$ cat src/rtl/byte_deserializer.sv
// Serial-to-parallel front end: aligns on SOF, packs 8 serial bits into a held byte bus,
// and reports mid-byte SOFs and a running count of delivered bytes.
module byte_deserializer #(
  parameter bit MSB_FIRST = 1'b1
) (
  input  logic       clk,
  input  logic       rst_n,
  input  logic       sin_valid,
  input  logic       sin_bit,
  input  logic       sin_sof,
  output logic [7:0] data,
  output logic       data_valid,
  output logic       frame_err,
  output logic [7:0] byte_cnt,
  output logic       busy
);

  typedef enum logic [0:0] {StIdle, StShift} state_e;

  state_e      state_q;
  logic [2:0]  idx_q;
  logic [7:0]  sreg_q;
  logic [7:0]  data_q;
  logic        dv_q;
  logic        fe_q;
  logic [7:0]  cnt_q;
  logic        busy_q;

  logic [2:0]  pos;
  logic [2:0]  sof_pos;
  logic [7:0]  byte_ins;
  logic [7:0]  byte_sof;

  // byte_ins: partial byte with the current bit merged; byte_sof: fresh byte started by SOF.
  always_comb begin
    pos      = MSB_FIRST ? (3'd7 - idx_q) : idx_q;
    sof_pos  = MSB_FIRST ? 3'd7 : 3'd0;
    byte_ins = sreg_q;
    byte_ins[pos] = sin_bit;
    byte_sof = 8'h00;
    byte_sof[sof_pos] = sin_bit;
  end

  always_ff @(posedge clk or negedge rst_n) begin
    if (!rst_n) begin
      state_q <= StIdle;
      idx_q   <= 3'd0;
      sreg_q  <= 8'h00;
      data_q  <= 8'h00;
      dv_q    <= 1'b0;
      fe_q    <= 1'b0;
      cnt_q   <= 8'h00;
      busy_q  <= 1'b0;
    end else begin
      dv_q <= 1'b0;
      fe_q <= 1'b0;
      unique case (state_q)
        StIdle: begin
          if (sin_valid && sin_sof) begin
            state_q <= StShift;
            sreg_q  <= byte_sof;
            idx_q   <= 3'd1;
            busy_q  <= 1'b1;
          end
        end
        StShift: begin
          if (sin_valid) begin
            if (sin_sof) begin
              // Any SOF not on index 0 abandons the partial byte, including at index 7.
              fe_q   <= (idx_q != 3'd0);
              sreg_q <= byte_sof;
              idx_q  <= 3'd1;
              busy_q <= 1'b1;
            end else begin
              sreg_q <= byte_ins;
              idx_q  <= idx_q + 3'd1;
              busy_q <= (idx_q != 3'd7);
              if (idx_q == 3'd7) begin
                data_q <= byte_ins;
                dv_q   <= 1'b1;
                cnt_q  <= cnt_q + 8'd1;
              end
            end
          end
        end
        default: state_q <= StIdle;
      endcase
    end
  end

  assign data       = data_q;
  assign data_valid = dv_q;
  assign frame_err  = fe_q;
  assign byte_cnt   = cnt_q;
  assign busy       = busy_q;

endmodule
$ cat config.mk
export PLATFORM = sky130hd
export DESIGN_NAME = byte_deserializer
export DESIGN_NICKNAME = d
export VERILOG_FILES = /design/src/rtl/byte_deserializer.sv
export SDC_FILE = /design/constraint.sdc
export NUM_CORES = 1
export LEC_CHECK = 0
export CAP_MARGIN = 20
export CORE_ASPECT_RATIO = 0.9
export CORE_UTILIZATION = 52
export CTS_CLUSTER_SIZE = 8
export DETAILED_ROUTE_END_ITERATION = 10
export PLACE_DENSITY = 0.84
export SKIP_LAST_GASP = 1
export SLEW_MARGIN = 20
export SYNTH_ARGS = -nofsm -noshare
export SYNTH_HDL_FRONTEND = slang
export SYNTH_SLANG_ARGS = --single-unit
$ cat constraint.sdc
create_clock -name clk -period 1.7 [get_ports clk]
set_clock_uncertainty 0.2 [all_clocks]
set_input_delay 0.34 -clock clk [delete_from_list [all_inputs] [get_ports clk]]
set_output_delay 0.34 -clock clk [all_outputs]
set_load 0.1 [all_outputs]
# After elaboration in Yosys (flattened, before gate mapping)
# Index checks and enable logic that the tools add are counted.
dict set report word_totals {
  wordCells 48
  reg_bits 31
}
dict set report op_classes {
  eq_ne 4
  reduce_logical 5
  n_addsub 3
  n_mux 24
  bitwise 2
  n_lt_le_gt_ge 2
}
# op count
set op_table {}
lappend op_table {{$mux 8} 3}
lappend op_table {{$pmux 8 s2} 1}
lappend op_table {{$mux 1} 13}
lappend op_table {{$mux 3} 3}
lappend op_table {{$add 8x1->8 const B} 1}
lappend op_table {{$bwmux 8} 1}
lappend op_table {{$pmux 3 s2} 1}
lappend op_table {{$lt 3x4->1 const B} 1}
lappend op_table {{$ne 2x2->1 const B} 2}
lappend op_table {{$reduce_and 4->1} 1}
lappend op_table {{$add 3x1->3 const B} 1}
lappend op_table {{$demux 1 s3} 1}
lappend op_table {{$eq 3x3->1 const B} 1}
lappend op_table {{$ge 3x1->1 const B} 1}
lappend op_table {{$ne 3x3->1 const B} 1}
lappend op_table {{$reduce_bool 3->1} 1}
lappend op_table {{$sub 3x3->3 const A} 1}
lappend op_table {{$logic_and 1x1->1} 2}
lappend op_table {{$not 1->1} 2}
lappend op_table {{$pmux 1 s2} 1}
lappend op_table {{$reduce_and 2->1} 1}

# Logic depth before layout (Yosys ltp)
# Gate-level depths: netlist of the first run.
dict set report logic_depth {
  ltp_word 9
  depth_mapped 5
  ltp_nobuf 5
}

# Worst setup path after synthesis of the first run
# No wires, ideal clock.
dict set report synth_timing {
  kind {reg2reg}
  start {register cnt_q[0], in the netlist byte_cnt[0]}
  end {register cnt_q[6], in the netlist byte_cnt[6]}
  path_buffers 0
  setup_ps 162
  stages_incl_launch_ff 5
  path_slack_ps -384
  arrival_time_ps 1722
  cell_sequence {dfrtp_1 -> ha_1 -> nand3_1 -> nor4_4 -> xor2_1}
}
dict set report synth_via {
  elab_chain_len 1
}
# element line_no
set synth_lines {}
lappend synth_lines {{from (decl)} 26} ;# logic [7:0] cnt_q;
lappend synth_lines {{from (signal assigned)} 81} ;# cnt_q <= cnt_q + 8'd1;
lappend synth_lines {{$add 8x1->8} 81}
# Every way passes these cells.
# A chain may end at the register's enable or synchronous reset.

# Worst setup path in the final report of the first run
dict set report layout_timing {
  start {register idx_q[2]}
  end {register data_q[5], in the netlist data[5]}
}
dict set report layout_via {
  elab_chain_len 6
  elab_cells_between_ends 9
  cone_classes {add/sub: 1; order compare: 2; eq/ne: 1; mux: 3; reduce/logical: 2}
}
# element line_no
set layout_lines {}
lappend layout_lines {{from (decl)} 21} ;# logic [2:0] idx_q;
lappend layout_lines {{from (signal assigned)} 76} ;# idx_q <= idx_q + 3'd1;
lappend layout_lines {{$sub 3x3->3} 36} ;# pos = MSB_FIRST ? (3'd7 - idx_q) : idx_q;
lappend layout_lines {{$lt 3x4->1 (implied by the code) or $ge 3x1->1 (tied branches)} 39} ;# byte_ins[pos] = sin_bit;
lappend layout_lines {{$logic_and 1x1->1 (implied by the code)} 39}
lappend layout_lines {{$mux 1 (implied by the code)} 39}
lappend layout_lines {{$demux 1 s3} 39}
lappend layout_lines {{$bwmux 8} 39}
lappend layout_lines {{to (signal assigned)} 79} ;# data_q <= byte_ins;
lappend layout_lines {{to (decl)} 23} ;# logic [7:0] data_q;
# Parallel ways exist; a longest one is shown, timed or not.

==> key figures, run 1 <==
Global routing
  • Initial antenna violation count: 0
  • Vias in the first global route: 1076
  • First-pass GRT wire length: 4.954 mm
  • All-Layer GR Usage: 22.89%
  • Largest net degree at the start of global routing: 31
  • Grt total ovfl: 0

Worst setup path
  • Crit-path max FO: 7
  • CP cell instances: buf_4, nor3b_1, mux2i_1, o21ai_0
  • Crit start category: flop
  • Delay-heaviest family, CP: flip-flops
  • Crit path DAT: 1.66 ns
  • CP Capture Type: flop
  • R2r setup slk: 0.05 ns
  • Setup crit end: data[5]$_DFFE_PN0P_
  • R2r startpoint: idx_q[2]$_DFFE_PN0P_
  • CP Data Required Time: 1.71 ns
  • Crit Path Class: reg -> reg
  • Critical path buffers and inverters: 1
  • Critical R2R Capture: data[5]$_DFFE_PN0P_
  • CP max stage delay: 0.48 ns
  • Setup crit start: idx_q[2]$_DFFE_PN0P_
  • Cell count of the worst reg-to-reg path: 4
  • Levels on crit path: 4
  • CP max-delay cell: dfrtp_2

Power
  • Combinational Power Share: 35.3%
  • Total power: 0.002069 W
  • Sw power: 0.0008253 W
  • Clock power frac: 19.7%
  • Net Sw Frac: 39.89%
  • Peak supply drop: 631.3 uV
  • Part of the power in registers: 45.0%
  • Static Leakage: 0.9063 nW
  • Internal Power: 0.001244 W
  • Pwr per Cell Area: 1013 mW/mm^2

STA
  • Setup TNS Final: 0 ns
  • Final hold vios: 0
  • Endpoints failing setup: 0
  • Fin crit share: 96.96%
  • RSZ-0062 raised after global routing: false
  • Slew Limit Fails: 0
  • Fmax: 606.7 MHz
  • Final min period: 1.648 ns
  • Max transition margin: 54.41%
  • Slew @ Worst Pin: 0.6793 ns

CTS
  • Clock Latency Late Sink: 0.34 ns
  • PostCTS Resize Cnt: 0
  • Max clock buf depth: 2
  • CTS tree: built
  • CTS Hold Bufs: 0
  • Clock root buffer: clkbuf_4
  • Setup Buffers After CTS: 0
  • Total CTS buffers: 5
  • Sink Count: 30
  • Clock-pin slew on the worst setup and hold paths: 0.09 ns
  • CTS H-tree depth: 2

Final layout
  • Layout fillers: 184
  • Post-layout nets: 170
  • Most frequent cells in the layout: o21ai_0, dfrtp_1, buf_12
  • Area Overhead vs Synth: 37.69%
  • Commonest non-fill, non-tap cell in the layout: o21ai_0
  • ANT cells: 0
  • Layout cells sized above 1: 33.33%

Floorplanning
  • Die Area: 0.003072 sq mm
  • Io pins: 24
  • Starting Density: 54.45%
  • Die Y: 52.68 um
  • Cell Rows: 18
  • Die X: 58.31 um
  • Core ar.: 0.002725 sq mm

Synth
  • Synthesized instance count: 131
  • Flip-flop and latch count after synthesis: 30
  • Seq/Total Area, Yosys: 50.59%
  • Synth warn: 0
  • Post-Syn Area: 0.001484 sq mm
  • Syn_area_per_cell: 11.33 sq um
  • Syn_nets: 140
  • Synth unique cells: 33

Routing
  • # DRC: 0
  • Wirelength per Cell: 14.66 um
  • First DRT Iteration DRCs: 16
  • Drt pass-1 iters: 4
  • DR vias: 1118
  • DR vias/cell: 5.535
  • Final antenna-violating net count: 0
  • WL final: 2.961 mm

Placement
  • Port bufs: 23
  • Post-DP HPWL: 2.123 mm
  • Final GP Congestion: 0.7997

Status
  • Run status: finished clean

Min path
  • Hold/Removal Path Class: in -> async

Run
  • Maxcap violations: 0
==> metrics by stage <==
step	hold slack [ns]	utilization (%)	worst slack, ns	instances	cell area, sq um
floorplan	-0.1556	-	-0.02579	131	1498
CTS	0.1449	74.66	0.009650	202	2034
detailed placement	0.2804	72.87	-0.2284	194	1986
finish	0.1414	74.98	0.05173	202	2043
global route	0.1496	74.98	0.02413	202	2043
global placement	0.2638	72.87	-0.1784	194	1986
==> layer usage <==
layer	track usage [%]	vias up	wire length, um
met5	0	-	0
met1	27.19	562	1246
met3	6.914	10	127
met4	15.48	0	90
met2	35.82	29	1497
li1	-	517	-
==> worst min path at each step <==
stage | start | end | slack [ns] | cells after the start
CTS | rst_n | data[7]$_DFFE_PN0P_ | 0.14 | 2
finish | rst_n | data_valid$_DFF_PN0_ | 0.14 | 2
global route | rst_n | sreg_q[2]$_DFFE_PN0P_ | 0.15 | 2
detailed placement | sreg_q[3]$_DFFE_PN0P_ | sreg_q[3]$_DFFE_PN0P_ | 0.28 | 2
floorplan | rst_n | busy$_DFFE_PN0P_ | -0.16 | 0
global placement | sreg_q[2]$_DFFE_PN0P_ | sreg_q[2]$_DFFE_PN0P_ | 0.26 | 2
==> layout make-up <==
cell class	count	area [sq um]	share of cell area, %
inverter	5	18.77	0.9186
timing repair buffer	33	508.0	24.86
sequential	30	768.2	37.60
clock buffer	8	48.80	2.388
tap	40	50.05	2.449
multi-input combinational	86	649.4	31.78
==> power groups by stage <==
stage	Combinational, W	Clock [W]	Sequential, W
2_1_floorplan	0.000241	0	0.00115
3_3_place_gp	0.000708	0	0.000929
3_5_place_dp	0.000726	0	0.000939
4_1_cts	0.000728	0.000415	0.000925
5_1_grt	0.000768	0.000449	0.000941
6_report	0.000730	0.000409	0.000931
==> cell usage after synthesis <==
| cell type | count | area share [%] |
|---|---|---|
| inv_1 | 5 | 1.3 |
| clkbuf_1 | 2 | 0.51 |
| nand3_1 | 5 | 1.7 |
| nand3b_4 | 1 | 1.3 |
| mux2i_1 | 7 | 4.7 |
| nand4_1 | 1 | 0.42 |
| and2_1 | 1 | 0.42 |
| nor3_1 | 4 | 1.3 |
| o32ai_1 | 1 | 0.59 |
| nand3_2 | 1 | 0.67 |
| mux2_2 | 2 | 1.5 |
| a22o_1 | 2 | 1.2 |
| dfrtp_1 | 30 | 51 |
| a211oi_1 | 1 | 0.51 |
| a21oi_1 | 1 | 0.34 |
| o21ai_1 | 1 | 0.34 |
| o21ai_0 | 21 | 7.1 |
| o22a_1 | 1 | 0.59 |
| nand2b_1 | 1 | 0.42 |
| o21a_1 | 1 | 0.51 |
| buf_2 | 2 | 0.67 |
| ha_1 | 4 | 3.4 |
| nand2_1 | 9 | 2.3 |
| nand3_4 | 1 | 1.2 |
| nor3b_1 | 3 | 1.5 |
| nand3b_1 | 3 | 1.5 |
| nor2_1 | 3 | 0.76 |
| buf_6 | 2 | 1.5 |
| xnor2_1 | 2 | 1.2 |
| nor4_4 | 3 | 4.3 |
| xor2_1 | 5 | 3.0 |
| and3b_2 | 1 | 0.67 |
| buf_4 | 4 | 2.0 |
==> sequential cells by signal, summed over array words and instances (netlist names) <==
register / count
state_q: 1
idx_q: 3
byte_cnt: 8
sreg_q: 7
busy: 1
frame_err: 1
data: 8
data_valid: 1
==> cells by family after synthesis <==
kind of cell / after synthesis / share of synthesized area, %
mux: 9 / 6.240
compound gates: 29 / 11.13
fa+ha+maj: 4 / 3.373
simple gates: 37 / 18.55
buf+inv: 15 / 5.987
xor+xnor: 7 / 4.132
flops: 30 / 50.59
(Power assumes the default switching activity.)
==> run 2: changes to the inputs <==
- GPL_TIMING_DRIVEN: unset -> 0
==> key figures, run 2 (synthesis results as in run 1) <==
Global routing
  • Grt met3 use: 7.407% (+0.49 points)
  • Grt met2 use: 33.72% (-2.1 points)
  • First-pass GRT wire length: 4.526 mm (-8.6%)
  • Largest net degree at the start of global routing: 31 (unchanged)
  • Grt peak-use layer: met2
  • Initial antenna violation count: 0 (unchanged)
  • Grt met1 use: 23.89% (-3.3 points)
  • All-Layer GR Usage: 20.54% (-2.3 points)
  • Vias in the first global route: 983 (-8.6%)
  • Grt total ovfl: 0 (unchanged)

STA
  • Slew @ Worst Pin: 0.6605 ns (-0.01880 ns)
  • Fmax: 601.8 MHz (-0.81%)
  • Final min period: 1.662 ns (+0.01353 ns)
  • Slew Limit Fails: 0 (unchanged)
  • Final hold vios: 0 (unchanged)
  • RSZ-0062 raised after global routing: false
  • Fin crit share: 97.75% (+0.80 points)
  • Endpoints failing setup: 0 (unchanged)
  • Max transition margin: 55.97% (+1.6 points)

Floorplanning
  • Cell Rows: 18 (unchanged)
  • Io pins: 24 (unchanged)
  • Die X: 58.31 um (unchanged)
  • Die Y: 52.68 um (unchanged)
  • Starting Density: 54.45% (unchanged)
  • Core ar.: 0.002725 sq mm (unchanged)
  • Die Area: 0.003072 sq mm (unchanged)

Final layout
  • Fin area: 0.001777 sq mm (-13%)
  • Storage cell area: 764.5 sq um (-0.49%)
  • Commonest non-fill, non-tap cell in the layout: dfrtp_1
  • Layout fillers: 217 (+18%)
  • ANT cells: 0 (unchanged)
  • Layout cells sized above 1: 33.54% (+0.21 points)
  • Most frequent cells in the layout: dfrtp_1, o21ai_0, clkbuf_4
  • Footprint of the multi-input gates: 654.4 sq um (+0.77%)
  • Post-layout nets: 169 (-0.59%)
  • Area Overhead vs Synth: 19.73%

Routing
  • WL final: 2.678 mm (-9.6%)
  • DR vias/cell: 5.313 (-4.0%)
  • Drt pass-1 iters: 4 (unchanged)
  • First DRT Iteration DRCs: 10 (-6)
  • Final antenna-violating net count: 0 (unchanged)
  • # DRC: 0 (unchanged)
  • Wirelength per Cell: 13.32 um (-9.1%)
  • DR vias: 1068 (-4.5%)

Worst setup path
  • Crit path DAT: 1.12 ns (-0.54 ns)
  • Levels on crit path: 1 (-3)
  • CP cell instances: buf_2
  • Crit-path max FO: 2 (-5)
  • Critical path buffers and inverters: 1 (unchanged)
  • CP Capture Type: output port
  • CP Data Required Time: 1.16 ns (-0.55 ns)
  • Crit Path Class: reg -> out
  • Delay-heaviest family, CP: buffers and inverters
  • CP max-delay cell: buf_2
  • CP max stage delay: 0.43 ns (-0.05 ns)
  • Setup crit start: data[6]$_DFFE_PN0P_
  • Crit start category: flop
  • Cell count of the worst reg-to-reg path: 4 (unchanged)
  • R2r startpoint: state_q$_DFF_PN0_

Placement
  • Dpl cell area: 0.001743 sq mm (-12%)
  • Port bufs: 20 (-13%)
  • Final GP Congestion: 0.7245 (-9.4%)
  • Post-DP HPWL: 1.956 mm (-7.9%)

CTS
  • Setup Buffers After CTS: 0 (unchanged)
  • Clock Latency Late Sink: 0.33 ns (about the same)
  • CTS H-tree depth: 2 (unchanged)
  • Total CTS buffers: 5 (unchanged)
  • CTS tree: built
  • Sink Count: 30 (unchanged)
  • Max clock buf depth: 2 (unchanged)
  • Clock-pin slew on the worst setup and hold paths: 0.10 ns (about the same)
  • Clock root buffer: clkbuf_4

Run
  • Maxcap violations: 0 (unchanged)

Power
  • Peak supply drop: 830.2 uV (+32%)
  • Static Leakage: 0.8417 nW (-7.1%)
  • Total power: 0.001963 W (-5.1%)
  • Pwr per Cell Area: 1105 mW/mm^2 (+9.1%)

Status
  • Run status: finished clean

Min path
  • Cells on Worst Hold Path: 2
  • Min-Delay Startpoint: sin_sof
  • Hold/Removal Path Class: in -> reg
==> run 2: changes by cell type in the layout (fill, tap and decap cells not counted), sizes merged <==
cell           previous run  this run
clkinv                    0         1
dlygate4sd3               0         2
clkdlybuf4s50             4         0
buf                      29        20
clkbuf                    8        16
clkinvlp                  0         1
==> run 2: final timing paths <==
| path | to | slack [ns] |
|---|---|---|
| max in group asynchronous | byte_cnt[2]$_DFFE_PN0P_ | 0.43 |
| min in group asynchronous | data_valid$_DFF_PN0_ | 0.37 |
| worst min register to register | byte_cnt[7]$_DFFE_PN0P_ | 0.27 |
| worst max register to register | data[0]$_DFFE_PN0P_ | 0.10 |
| worst max-delay path | data[6] | 0.04 |
| worst min-delay path | busy$_DFFE_PN0P_ | 0.05 |
==> run 2: metrics by stage <==
step           setup slack, ns  instances  util [%]   TNS, ns  hold WS, ns
2_1_floorplan         -0.02579        131         -  -0.02579      -0.1556
3_3_place_gp           -0.5675        191     64.14    -18.48       0.2561
3_5_place_dp           -0.3972        191     63.96    -6.075       0.2094
4_1_cts               -0.05678        201     64.10  -0.05678      0.03995
5_1_grt               0.001455        201     65.20         0      0.03950
6_report               0.03820        201     65.20         0      0.05023
==> run 2: what timing repair did <==
action                                  4_1_cts  5_1_grt
pin swaps                                     0        0
endpoints found under the setup margin       19       12
hold buffers                                  2        0
endpoints found under the hold margin        31        0
gates resized for setup                     101       10
==> run 2: cell type report <==
class / instances / area share [%]
Multi-Input combinational cell: 86 / 36.83
Tap cell: 40 / 2.817
Clock buffer: 6 / 2.887
Inverter: 5 / 1.056
Clock inverter: 2 / 0.7042
Sequential cell: 30 / 43.03
Timing Repair Buffer: 22 / 8.732
Buffer: 10 / 3.944
==> run 2: power breakdown <==
| group | switching [W] | leakage [nW] | internal [W] | total (W) |
|---|---|---|---|---|
| Clock | 0.000245 | 0.0343 | 0.000199 | 0.000444 |
| Sequential | 0.0000693 | 0.383 | 0.000790 | 0.000859 |
| Combinational | 0.000475 | 0.425 | 0.000185 | 0.000660 |
| Total | 0.000789 | 0.842 | 0.00117 | 0.00196 |
==> run 2: layer usage <==
layer,vias to the layer above,share of wire [%]
met3,8,4.1
li1,517,-
met4,0,2.1
met1,524,43
met5,-,0
met2,19,51
